<file path="src/rtl/spi_pkg.sv">
// Shared definitions for the SPI mode-0 slave.
//   DATA_W_DEF           default transfer word width
//   spi_state_t          slave FSM states
//   SS_RST/SCK_RST/MOSI_RST  reset values of the synchronized pin copies
package spi_pkg;

    localparam int unsigned DATA_W_DEF = 8;

    typedef enum logic {
        IDLE,
        ACTIVE
    } spi_state_t;

    // The pins reset to their idle levels so no edge is seen coming out of reset.
    localparam logic SS_RST   = 1'b1;
    localparam logic SCK_RST  = 1'b0;
    localparam logic MOSI_RST = 1'b0;

endpackage

</file>
<file path="src/rtl/spi_sync_edge.sv">
// Two-flop synchronizer for an asynchronous pin, plus a previous-value register for
// edge detection.
//   clk, rst  system clock, synchronous active-high reset
//   din       asynchronous pin input
//   level     synchronized level
//   rise      one-cycle pulse on a synchronized 0->1 transition
//   fall      one-cycle pulse on a synchronized 1->0 transition
module spi_sync_edge #(
    parameter logic RST_VAL = 1'b0
) (
    input  logic clk,
    input  logic rst,
    input  logic din,
    output logic level,
    output logic rise,
    output logic fall
);

    logic s1_q, s1_d;
    logic s2_q, s2_d;
    logic s3_q, s3_d;

    always_comb begin
        s1_d = din;
        s2_d = s1_q;
        s3_d = s2_q;
    end

    always_ff @(posedge clk) begin
        if (rst) begin
            s1_q <= RST_VAL;
            s2_q <= RST_VAL;
            s3_q <= RST_VAL;
        end else begin
            s1_q <= s1_d;
            s2_q <= s2_d;
            s3_q <= s3_d;
        end
    end

    assign level = s2_q;
    assign rise  = s2_q & ~s3_q;
    assign fall  = ~s2_q & s3_q;

endmodule

</file>
<file path="src/rtl/spi_slave.sv">
// SPI mode-0 slave, MSB first, oversampled in the clk domain.
//   clk, rst     system clock, synchronous active-high reset
//   sck, ss      SPI clock (idle low) and active-low select from the master
//   mosi, miso   serial data in / out (miso is 0 while not selected)
//   tx_data, tx_load, tx_ready   one-entry transmit buffer write port
//   rx_data, rx_valid            last received word and its one-cycle strobe
//   busy         transfer in progress
//   tx_underrun  sticky: a word started with the transmit buffer empty
module spi_slave
    import spi_pkg::*;
#(
    parameter int unsigned DATA_W = DATA_W_DEF
) (
    input  logic              clk,
    input  logic              rst,
    input  logic              sck,
    input  logic              ss,
    input  logic              mosi,
    output logic              miso,
    input  logic [DATA_W-1:0] tx_data,
    input  logic              tx_load,
    output logic              tx_ready,
    output logic [DATA_W-1:0] rx_data,
    output logic              rx_valid,
    output logic              busy,
    output logic              tx_underrun
);

    localparam int unsigned     CNT_W   = (DATA_W > 1) ? $clog2(DATA_W) : 1;
    localparam logic [CNT_W-1:0] CNT_MAX = CNT_W'(DATA_W - 1);

    logic sck_lvl, sck_rise, sck_fall;
    logic ss_lvl, ss_rise, ss_fall;

    spi_sync_edge #(
        .RST_VAL (SCK_RST)
    ) u_sync_sck (
        .clk   (clk),
        .rst   (rst),
        .din   (sck),
        .level (sck_lvl),
        .rise  (sck_rise),
        .fall  (sck_fall)
    );

    spi_sync_edge #(
        .RST_VAL (SS_RST)
    ) u_sync_ss (
        .clk   (clk),
        .rst   (rst),
        .din   (ss),
        .level (ss_lvl),
        .rise  (ss_rise),
        .fall  (ss_fall)
    );

    // mosi only needs its synchronized level; it is stable around sck edges.
    logic mosi_s1_q, mosi_s1_d;
    logic mosi_s2_q, mosi_s2_d;

    spi_state_t        state_q, state_d;
    logic [CNT_W-1:0]  cnt_q, cnt_d;
    logic [DATA_W-1:0] tx_sr_q, tx_sr_d;
    logic [DATA_W-1:0] rx_sr_q, rx_sr_d;
    logic [DATA_W-1:0] rx_data_q, rx_data_d;
    logic              rx_valid_q, rx_valid_d;
    logic              miso_q, miso_d;
    logic [DATA_W-1:0] buf_q, buf_d;
    logic              buf_full_q, buf_full_d;
    logic              underrun_q, underrun_d;
    logic              done_q, done_d;   // a word has completed in this selection

    logic              consume;
    logic [DATA_W-1:0] tx_shift;
    logic [DATA_W-1:0] rx_next;

    always_comb begin
        mosi_s1_d  = mosi;
        mosi_s2_d  = mosi_s1_q;

        state_d    = state_q;
        cnt_d      = cnt_q;
        tx_sr_d    = tx_sr_q;
        rx_sr_d    = rx_sr_q;
        rx_data_d  = rx_data_q;
        rx_valid_d = 1'b0;
        miso_d     = miso_q;
        buf_d      = buf_q;
        buf_full_d = buf_full_q;
        underrun_d = underrun_q;
        done_d     = done_q;
        consume    = 1'b0;
        tx_shift   = tx_sr_q << 1;
        rx_next    = {rx_sr_q[DATA_W-2:0], mosi_s2_q};

        unique case (state_q)
            IDLE: begin
                if (ss_fall) begin
                    state_d = ACTIVE;
                    cnt_d   = '0;
                    done_d  = 1'b0;
                    consume = 1'b1;
                end
            end
            ACTIVE: begin
                if (ss_rise) begin
                    // Deselect wins; a partial receive word is dropped silently.
                    state_d = IDLE;
                    cnt_d   = '0;
                    done_d  = 1'b0;
                    miso_d  = 1'b0;
                end else if (sck_rise) begin
                    rx_sr_d = rx_next;
                    if (cnt_q == CNT_MAX) begin
                        cnt_d      = '0;
                        rx_data_d  = rx_next;
                        rx_valid_d = 1'b1;
                        done_d     = 1'b1;
                    end else begin
                        cnt_d = cnt_q + 1'b1;
                    end
                end else if (sck_fall) begin
                    if (cnt_q == '0 && done_q) begin
                        consume = 1'b1;
                    end else begin
                        tx_sr_d = tx_shift;
                        miso_d  = tx_shift[DATA_W-1];
                    end
                end
            end
            default: state_d = IDLE;
        endcase

        if (consume) begin
            tx_sr_d    = buf_full_q ? buf_q : '0;
            miso_d     = buf_full_q ? buf_q[DATA_W-1] : 1'b0;
            underrun_d = underrun_q | ~buf_full_q;
            buf_full_d = 1'b0;
        end

        // Evaluated after the consume so a same-cycle load leaves the buffer full.
        if (tx_load && !buf_full_q) begin
            buf_d      = tx_data;
            buf_full_d = 1'b1;
        end
    end

    always_ff @(posedge clk) begin
        if (rst) begin
            mosi_s1_q  <= MOSI_RST;
            mosi_s2_q  <= MOSI_RST;
            state_q    <= IDLE;
            cnt_q      <= '0;
            tx_sr_q    <= '0;
            rx_sr_q    <= '0;
            rx_data_q  <= '0;
            rx_valid_q <= 1'b0;
            miso_q     <= 1'b0;
            buf_q      <= '0;
            buf_full_q <= 1'b0;
            underrun_q <= 1'b0;
            done_q     <= 1'b0;
        end else begin
            mosi_s1_q  <= mosi_s1_d;
            mosi_s2_q  <= mosi_s2_d;
            state_q    <= state_d;
            cnt_q      <= cnt_d;
            tx_sr_q    <= tx_sr_d;
            rx_sr_q    <= rx_sr_d;
            rx_data_q  <= rx_data_d;
            rx_valid_q <= rx_valid_d;
            miso_q     <= miso_d;
            buf_q      <= buf_d;
            buf_full_q <= buf_full_d;
            underrun_q <= underrun_d;
            done_q     <= done_d;
        end
    end

    assign miso        = miso_q;
    assign tx_ready    = ~buf_full_q;
    assign rx_data     = rx_data_q;
    assign rx_valid    = rx_valid_q;
    assign busy        = (state_q == ACTIVE);
    assign tx_underrun = underrun_q;

endmodule

</file>
<file path="config.mk">
export PLATFORM = sky130hd
export DESIGN_NAME = spi_slave
export DESIGN_NICKNAME = d
export VERILOG_FILES = /design/src/rtl/spi_pkg.sv /design/src/rtl/spi_sync_edge.sv /design/src/rtl/spi_slave.sv
export SDC_FILE = /design/constraint.sdc
export NUM_CORES = 1
export LEC_CHECK = 0
export BUFFER_PORTS_ARGS = -buffer_cell sky130_fd_sc_hd__buf_2
export CAP_MARGIN = 20
export CORE_MARGIN = 2
export CORE_UTILIZATION = 30
export CTS_BUF_LIST = sky130_fd_sc_hd__clkbuf_16
export CTS_CLUSTER_DIAMETER = 40
export DETAILED_ROUTE_END_ITERATION = 10
export GPL_TIMING_DRIVEN = 1
export HOLD_SLACK_MARGIN = 0.05
export PLACE_DENSITY_LB_ADDON = 0.15
export SKIP_LAST_GASP = 1
export SYNTH_ARGS = -nofsm -noshare
export SYNTH_HDL_FRONTEND = slang
export SYNTH_SLANG_ARGS = --single-unit
</file>
<file path="constraint.sdc">
create_clock -name clk -period 1.96 [get_ports clk]
set_clock_uncertainty 0.2 [all_clocks]
set_input_delay 0.098 -clock clk [delete_from_list [all_inputs] [get_ports clk]]
set_output_delay 0.098 -clock clk [all_outputs]
set_load 0.05 [all_outputs]
</file>
==> results of run 1 <==
==> Yosys cell counts (all sizes together) (2+ instances only) <==
cell type   n
mux2i      16
nand3       6
dfxtp      47
nor2       26
clkbuf      5
nand2b      2
nand2      21
nor3        6
inv         5
a221oi      6
nand4       2
o31ai       2
a2111o      2
nor2b       7
a21oi      16
or2         3
o21ai       2
buf         5
ha          3
==> flip-flops by register name, indices dropped and copies added, names as in the netlist, 3 cells and up <==
name and count:
rx_data 8, buf_q 8, cnt_q 3, rx_sr_q 7
tx_sr_q 7
==> worst max-delay path: cells and delay by family, from the launching register on <==
kind | cells | cell delay (ns)
flip-flops | 1 | 0.38
AO/OA/AOI/OAI | 2 | 0.50
AND/OR/NAND/NOR | 2 | 0.59
==> metal layers <==
layer  wire length (um)  part of all wire  track usage  vias up
li1                   -                 -            -      764
met5                  0                 0            0        -
met2               1700              0.45        0.209       19
met1               1880              0.50        0.153      690
met3                157             0.042       0.0418        2
met4                 19            0.0051       0.0250        0
==> layout make-up <==
class | count | area share
timing repair buffer | 48 | 0.148
sequential | 47 | 0.399
tap | 75 | 0.0398
clock buffer | 5 | 0.0531
inverter | 6 | 0.00956
multi-input combinational | 132 | 0.343
clock inverter | 3 | 0.00797
==> power by group through the flow <==
stage               Clock, mW  Combinational (mW)  Sequential, mW
floorplan                   0              0.0893            1.03
global placement            0               0.144            1.02
detailed placement          0               0.144            1.02
CTS                     0.851               0.169            1.00
global route            0.902               0.189            1.00
finish                  0.821               0.167            1.00
==> logic make-up after synthesis <==
family,share of synthesized area
AO/OA/AOI/OAI,0.136
buffers and inverters,0.0385
adder cells (fa/ha/maj),0.0206
AND/OR/NAND/NOR,0.200
flip-flops,0.518
multiplexers,0.0881
==> final timing paths <==
path	slack, ns	cells past startpoint	to	start
hold / removal	0.08	4	buf_full_q	tx_load
hold reg to reg	0.21	1	u_sync_ss.level	u_sync_ss.s1_q
setup / recovery	0.16	4	tx_sr_q[6]	u_sync_ss.s3_q
setup reg to reg	0.16	4	tx_sr_q[6]	u_sync_ss.s3_q
==> repair_timing <==
item | CTS | global route
hold buffers | 16 | 0
endpoints found under the hold margin | 18 | 0
setup endpoints to repair | 0 | 0
==> results.toml, run 1 <==
[clocking]
maximum_level_of_the_cts_h_tree = 2
library_cell_used_as_clock_root_buffer = "clkbuf_16"
cts_post_setup_buffers_inserted = 0
clock-sinks = 47
clock_path_buffers = 2
clock_transition_at_path_regs_ns = 0.06
cts_tree = "yes"
cts-buffers-inserted = 5
cts-resized-gates = 0
clkLatencyLatePin_ns = 0.28

[floorplanning]
core-area_sq_um = 5890
boundaryPins = 27
area_enclosed_by_the_die_boundary_sq_um = 6700
initial_utilization = 0.309
rows = 28
die_width_um = 81.8
die_y_um = 81.8

[route]
vias = 1475
detail_route.wl_per_cell_um = 11.9
dr.first_iter.drc_count = 76
antenna_left = 0
drt_first_pass_iters = 4
via_per_inst = 4.67
detail_route.drc_violations = 0
routed_wl_um = 3760

[timing]
max_clock_freq_mhz = 555
layout_min_cycle_time_ns = 1.80
grt_setup_unrepaired = "false"
worst-slew-pin-transition_ns = 0.444
fin_worst_hold_slack_ns = 0.0788
slew_violations = 0
hold_viol_final = 0
summed_negative_setup_slack_over_all_endpoints_ns = 0
timing.final.ws_setup_ns = 0.158
layout_worst_path_cycle_share = 0.920
timing.final.setup_violations = 0
max-slew-margin-rel = 0.703

[power_and_ir_drop]
total_power_mw = 1.99
pwr_density_cell_nw_per_um2 = 844
vdd_drop_max_uv = 580
p_switching_mw = 0.457
power_share_of_the_sequential_group = 0.503
power.internal_mw = 1.53
p_sw_frac = 0.230
power_leakage_nw = 1.07
power_frac_clock = 0.413
power.share.combinational = 0.084

[final_layout]
fin_cells = 316
post_route_cells_drive_above_1_share = 0.174
utilization = 0.400
area_taken_by_multi_input_logic_gates_sq_um = 807
mostFrequentLayoutCell = "dfxtp_1"
seq_area_sq_um = 941
layout.filler_cells = 624
most-common-layout-cells = "dfxtp_1 (47), nor2_1 (26), buf_2 (26), nand2_1 (21)"
flow.area_growth_from_synthesis_pct = 29.6
design_area_sq_um = 2360
finish.net_count = 257
insertedDiodeCount = 0

[logic_synthesis]
synth-warning-count = 0
post_synth.cell_area_avg_sq_um = 9.32
netlist_area_sq_um = 1820
synth.top_cells.by_area = "dfxtp_1 (52%), mux2i_1 (8.8%), nor2_1 (5.4%)"
ys_ff_latch = 47
yosys.area.top_type = "dfxtp_1"
yosys.area.top_type_share = 0.518
synth-seq-area-share = 0.518
synth_cells = 195
ys_async_sr_fraction = 0
yosysUniqueCellTypes = 37
most_frequently_used_flop_master_after_synthesis = "dfxtp_1"
synth_enable_flop_cells = 0
mapped_nets = 212

[setup_path]
worstPathRequired_ns = 1.91
critical_path.max_stage_delay_ns = 0.51
crit_arrival_ns = 1.75
critical_path.cell_chain = "or3b_1 -> o31a_1 -> a221oi_1 -> nor3_1"
critPathMaxFanout = 9
timing.setup.critical_path_class = "flip-flop to flip-flop"
endpoint_kind = "flip-flop"
worst_path_max_delay_cell = "or3b_1"
worst_setup_path_start_kind = "flip-flop"

[placement]
buffer_ports.inserted = 26
gp_congestion = 0.728
place_hpwl_um = 2510
dpl_worst_slack_ns = 0.169
dpl.cell_count = 292
placement_stage_cell_area_sq_um = 2050

[global_route]
grt.overflow.total = 0
gr-usage-all-layers = 0.124
grt_max_degree = 34
first_pass_grt_wire_length_um = 6400
number_of_antenna_violations_at_the_first_check_in_global_routing = 0
grt_pass1_vias = 1394

[run]
max_cap_viol_count = 0

[run_status]
run_status = "finished, final reports clean"

[worst_hold_path]
hold_class = "input pin to flip-flop"
No activity file was read; power rests on OpenSTA's default activity.
==> run 2, diff against run 1 <==
Settings changed: CELL_PAD_IN_SITES_DETAIL_PLACEMENT set to 0, CELL_PAD_IN_SITES_GLOBAL_PLACEMENT set to 1, SYNTH_HIERARCHICAL set to 1.
==> run 2 against run 1 <==
Net effect:
- flip-flop and latch count stayed put
- setup slack hardly changed
- critical path depth is 1 higher
- fmax hardly changed
- via count is 2.6% lower
- wire length is 2.3% higher
- largest cell class unchanged
- highest routed layer is now met3
==> results.toml, run 2 <==
[timing]
layout_worst_path_cycle_share = 0.920
grt_setup_unrepaired = "false"
layout_min_cycle_time_ns = 1.80
timing.final.ws_setup_ns = 0.157
summed_negative_setup_slack_over_all_endpoints_ns = 0
hold_viol_final = 0
max-slew-margin-rel = 0.684
max_clock_freq_mhz = 555
slew_violations = 0
timing.final.setup_violations = 0
worst-slew-pin-transition_ns = 0.474

[logic_synthesis]
synth.top_cells.by_area = "dfxtp_1 (52%), nand2_1 (10%), a21oi_1 (9.4%)"
yosys.area.top_type = "dfxtp_1"
ys_ff_latch = 47
synth.most_common_cell = "nand2_1"
yosys.area.top_type_share = 0.522
synth_cells = 202
synth_top_cells_by_count = "nand2_1 (50), dfxtp_1 (47), a21oi_1 (34), nor2b_1 (10), nor2_1 (7)"
synth-warning-count = 6
synth-seq-area-share = 0.522
netlist_area_sq_um = 1800
mapped_nets = 219
synth_enable_flop_cells = 0
most_frequently_used_flop_master_after_synthesis = "dfxtp_1"
yosysUniqueCellTypes = 33
post_synth.cell_area_avg_sq_um = 8.93
ys_async_sr_fraction = 0

[power_and_ir_drop]
power_frac_clock = 0.404
power_share_of_the_sequential_group = 0.513
p_switching_mw = 0.447
total_power_mw = 1.96
vdd_drop_max_uv = 375
p_sw_frac = 0.228
power_leakage_nw = 0.880
pwr_density_cell_nw_per_um2 = 862
power.internal_mw = 1.52
power.share.combinational = 0.083

[clocking]
clkLatencyLatePin_ns = 0.28
cts-buffers-inserted = 5
cts-resized-gates = 0
cts_post_setup_buffers_inserted = 0
cts_tree = "yes"
clock_path_buffers = 2
maximum_level_of_the_cts_h_tree = 2
clock-sinks = 47
clock_transition_at_path_regs_ns = 0.06
library_cell_used_as_clock_root_buffer = "clkbuf_16"

[placement]
placement_stage_cell_area_sq_um = 2030
place_hpwl_um = 2590
dpl.cell_count = 299
buffer_ports.inserted = 26
gp_congestion = 0.693
dpl_worst_slack_ns = 0.170

[route]
dr.first_iter.drc_count = 75
vias = 1437
via_per_inst = 4.52
detail_route.drc_violations = 0
antenna_left = 0
detail_route.wl_per_cell_um = 12.1
drt_first_pass_iters = 4
routed_wl_um = 3840

[final_layout]
fin_cells = 318
flow.area_growth_from_synthesis_pct = 26.4
post_route_cells_drive_above_1_share = 0.189
finish.net_count = 259
most-common-layout-cells = "nand2_1 (50), dfxtp_1 (47), a21oi_1 (34), buf_2 (26), dlygate4sd3_1 (11)"
insertedDiodeCount = 0
mostFrequentLayoutCell = "nand2_1"
design_area_sq_um = 2280

[floorplanning]
boundaryPins = 27
die_y_um = 81.5
initial_utilization = 0.308
die_width_um = 81.5
core-area_sq_um = 5850
area_enclosed_by_the_die_boundary_sq_um = 6650
rows = 28

[setup_path]
crit_arrival_ns = 1.82
critical_path.cell_chain = "nor2b_1 -> nand2b_4 -> o22ai_4 -> or4_1 -> a21oi_1"
critPathMaxFanout = 7
timing.setup.critical_path_class = "flip-flop to flip-flop"
worst_path_max_delay_cell = "or4_1"
count_of_buffering_cells_on_the_critical_path_with_inverters_included = 0
worst_setup_path_start_kind = "flip-flop"
critical_path.max_stage_delay_ns = 0.40
worst_path_dominant_cell_family = "simple AND/OR/NAND/NOR gates"
worstPathRequired_ns = 1.97
endpoint_kind = "flip-flop"

[global_route]
gr-usage-all-layers = 0.130
grt.overflow.total = 0
grt_pass1_vias = 1391
first_pass_grt_wire_length_um = 6580
grt_max_degree = 26
number_of_antenna_violations_at_the_first_check_in_global_routing = 0

[run_status]
run_status = "finished, final reports clean"

[worst_hold_path]
hold_class = "input pin to flip-flop"

[run]
max_cap_viol_count = 0
==> run 2: final timing paths <==
kind                   start  slack [ns]         endpoint  depth (start not counted)
min                      rst        0.05       buf_full_q                          2
min reg2reg   u_sync_ss/s1_q        0.21  u_sync_ss/level                          1
max reg2reg  u_sync_ss/level        0.16         cnt_q[0]                          5
max          u_sync_ss/level        0.16         cnt_q[0]                          5
==> run 2: layout make-up <==
cell class	instances	area [sq um]
Multi-Input combinational cell	143	806
Clock buffer	5	125
Fill cell	606	3570
Clock inverter	3	11.3
Tap cell	75	93.8
Inverter	3	11.3
Sequential cell	47	941
Timing Repair Buffer	42	290
==> run 2: power groups by stage <==
stage	registers [mW]	clock network, mW	logic (mW)
floorplan	1.03	0	0.0949
global placement	1.03	0	0.148
detailed placement	1.03	0	0.148
CTS	1.01	0.834	0.165
global route	1.01	0.872	0.180
finish	1.01	0.794	0.162
==> run 2: layer usage <==
metal | vias to the layer above | wire, um | GRT usage
li1 | 760 | - | -
met1 | 656 | 1950 | 0.168
met2 | 21 | 1790 | 0.207
met3 | 0 | 97 | 0.0363
met4 | 0 | 0 | 0.0441
met5 | - | 0 | 0
==> run 2: cells by family (layout without fill, tap and decap cells) <==
group / after synthesis / after routing / synth area share
compound gates: 49 / 49 / 0.168
flops: 47 / 47 / 0.522
fa+ha+maj: 3 / 3 / 0.0208
simple gates: 91 / 91 / 0.258
buf+inv: 12 / 53 / 0.0312
==> run 2: repair_timing <==
action / 4_1_cts / 5_1_grt
setup endpoints to repair: 0 / 0
hold buffers: 11 / 0
endpoints found under the hold margin: 11 / 0
==> run 2: per-stage QoR <==
step                       util  hold WS (ns)
after global routing      0.389        0.0722
final                     0.389        0.0525
after global placement    0.347        0.0874
after CTS                 0.389        0.0515
after detailed placement  0.347        0.0839
after floorplan               -       -0.0304
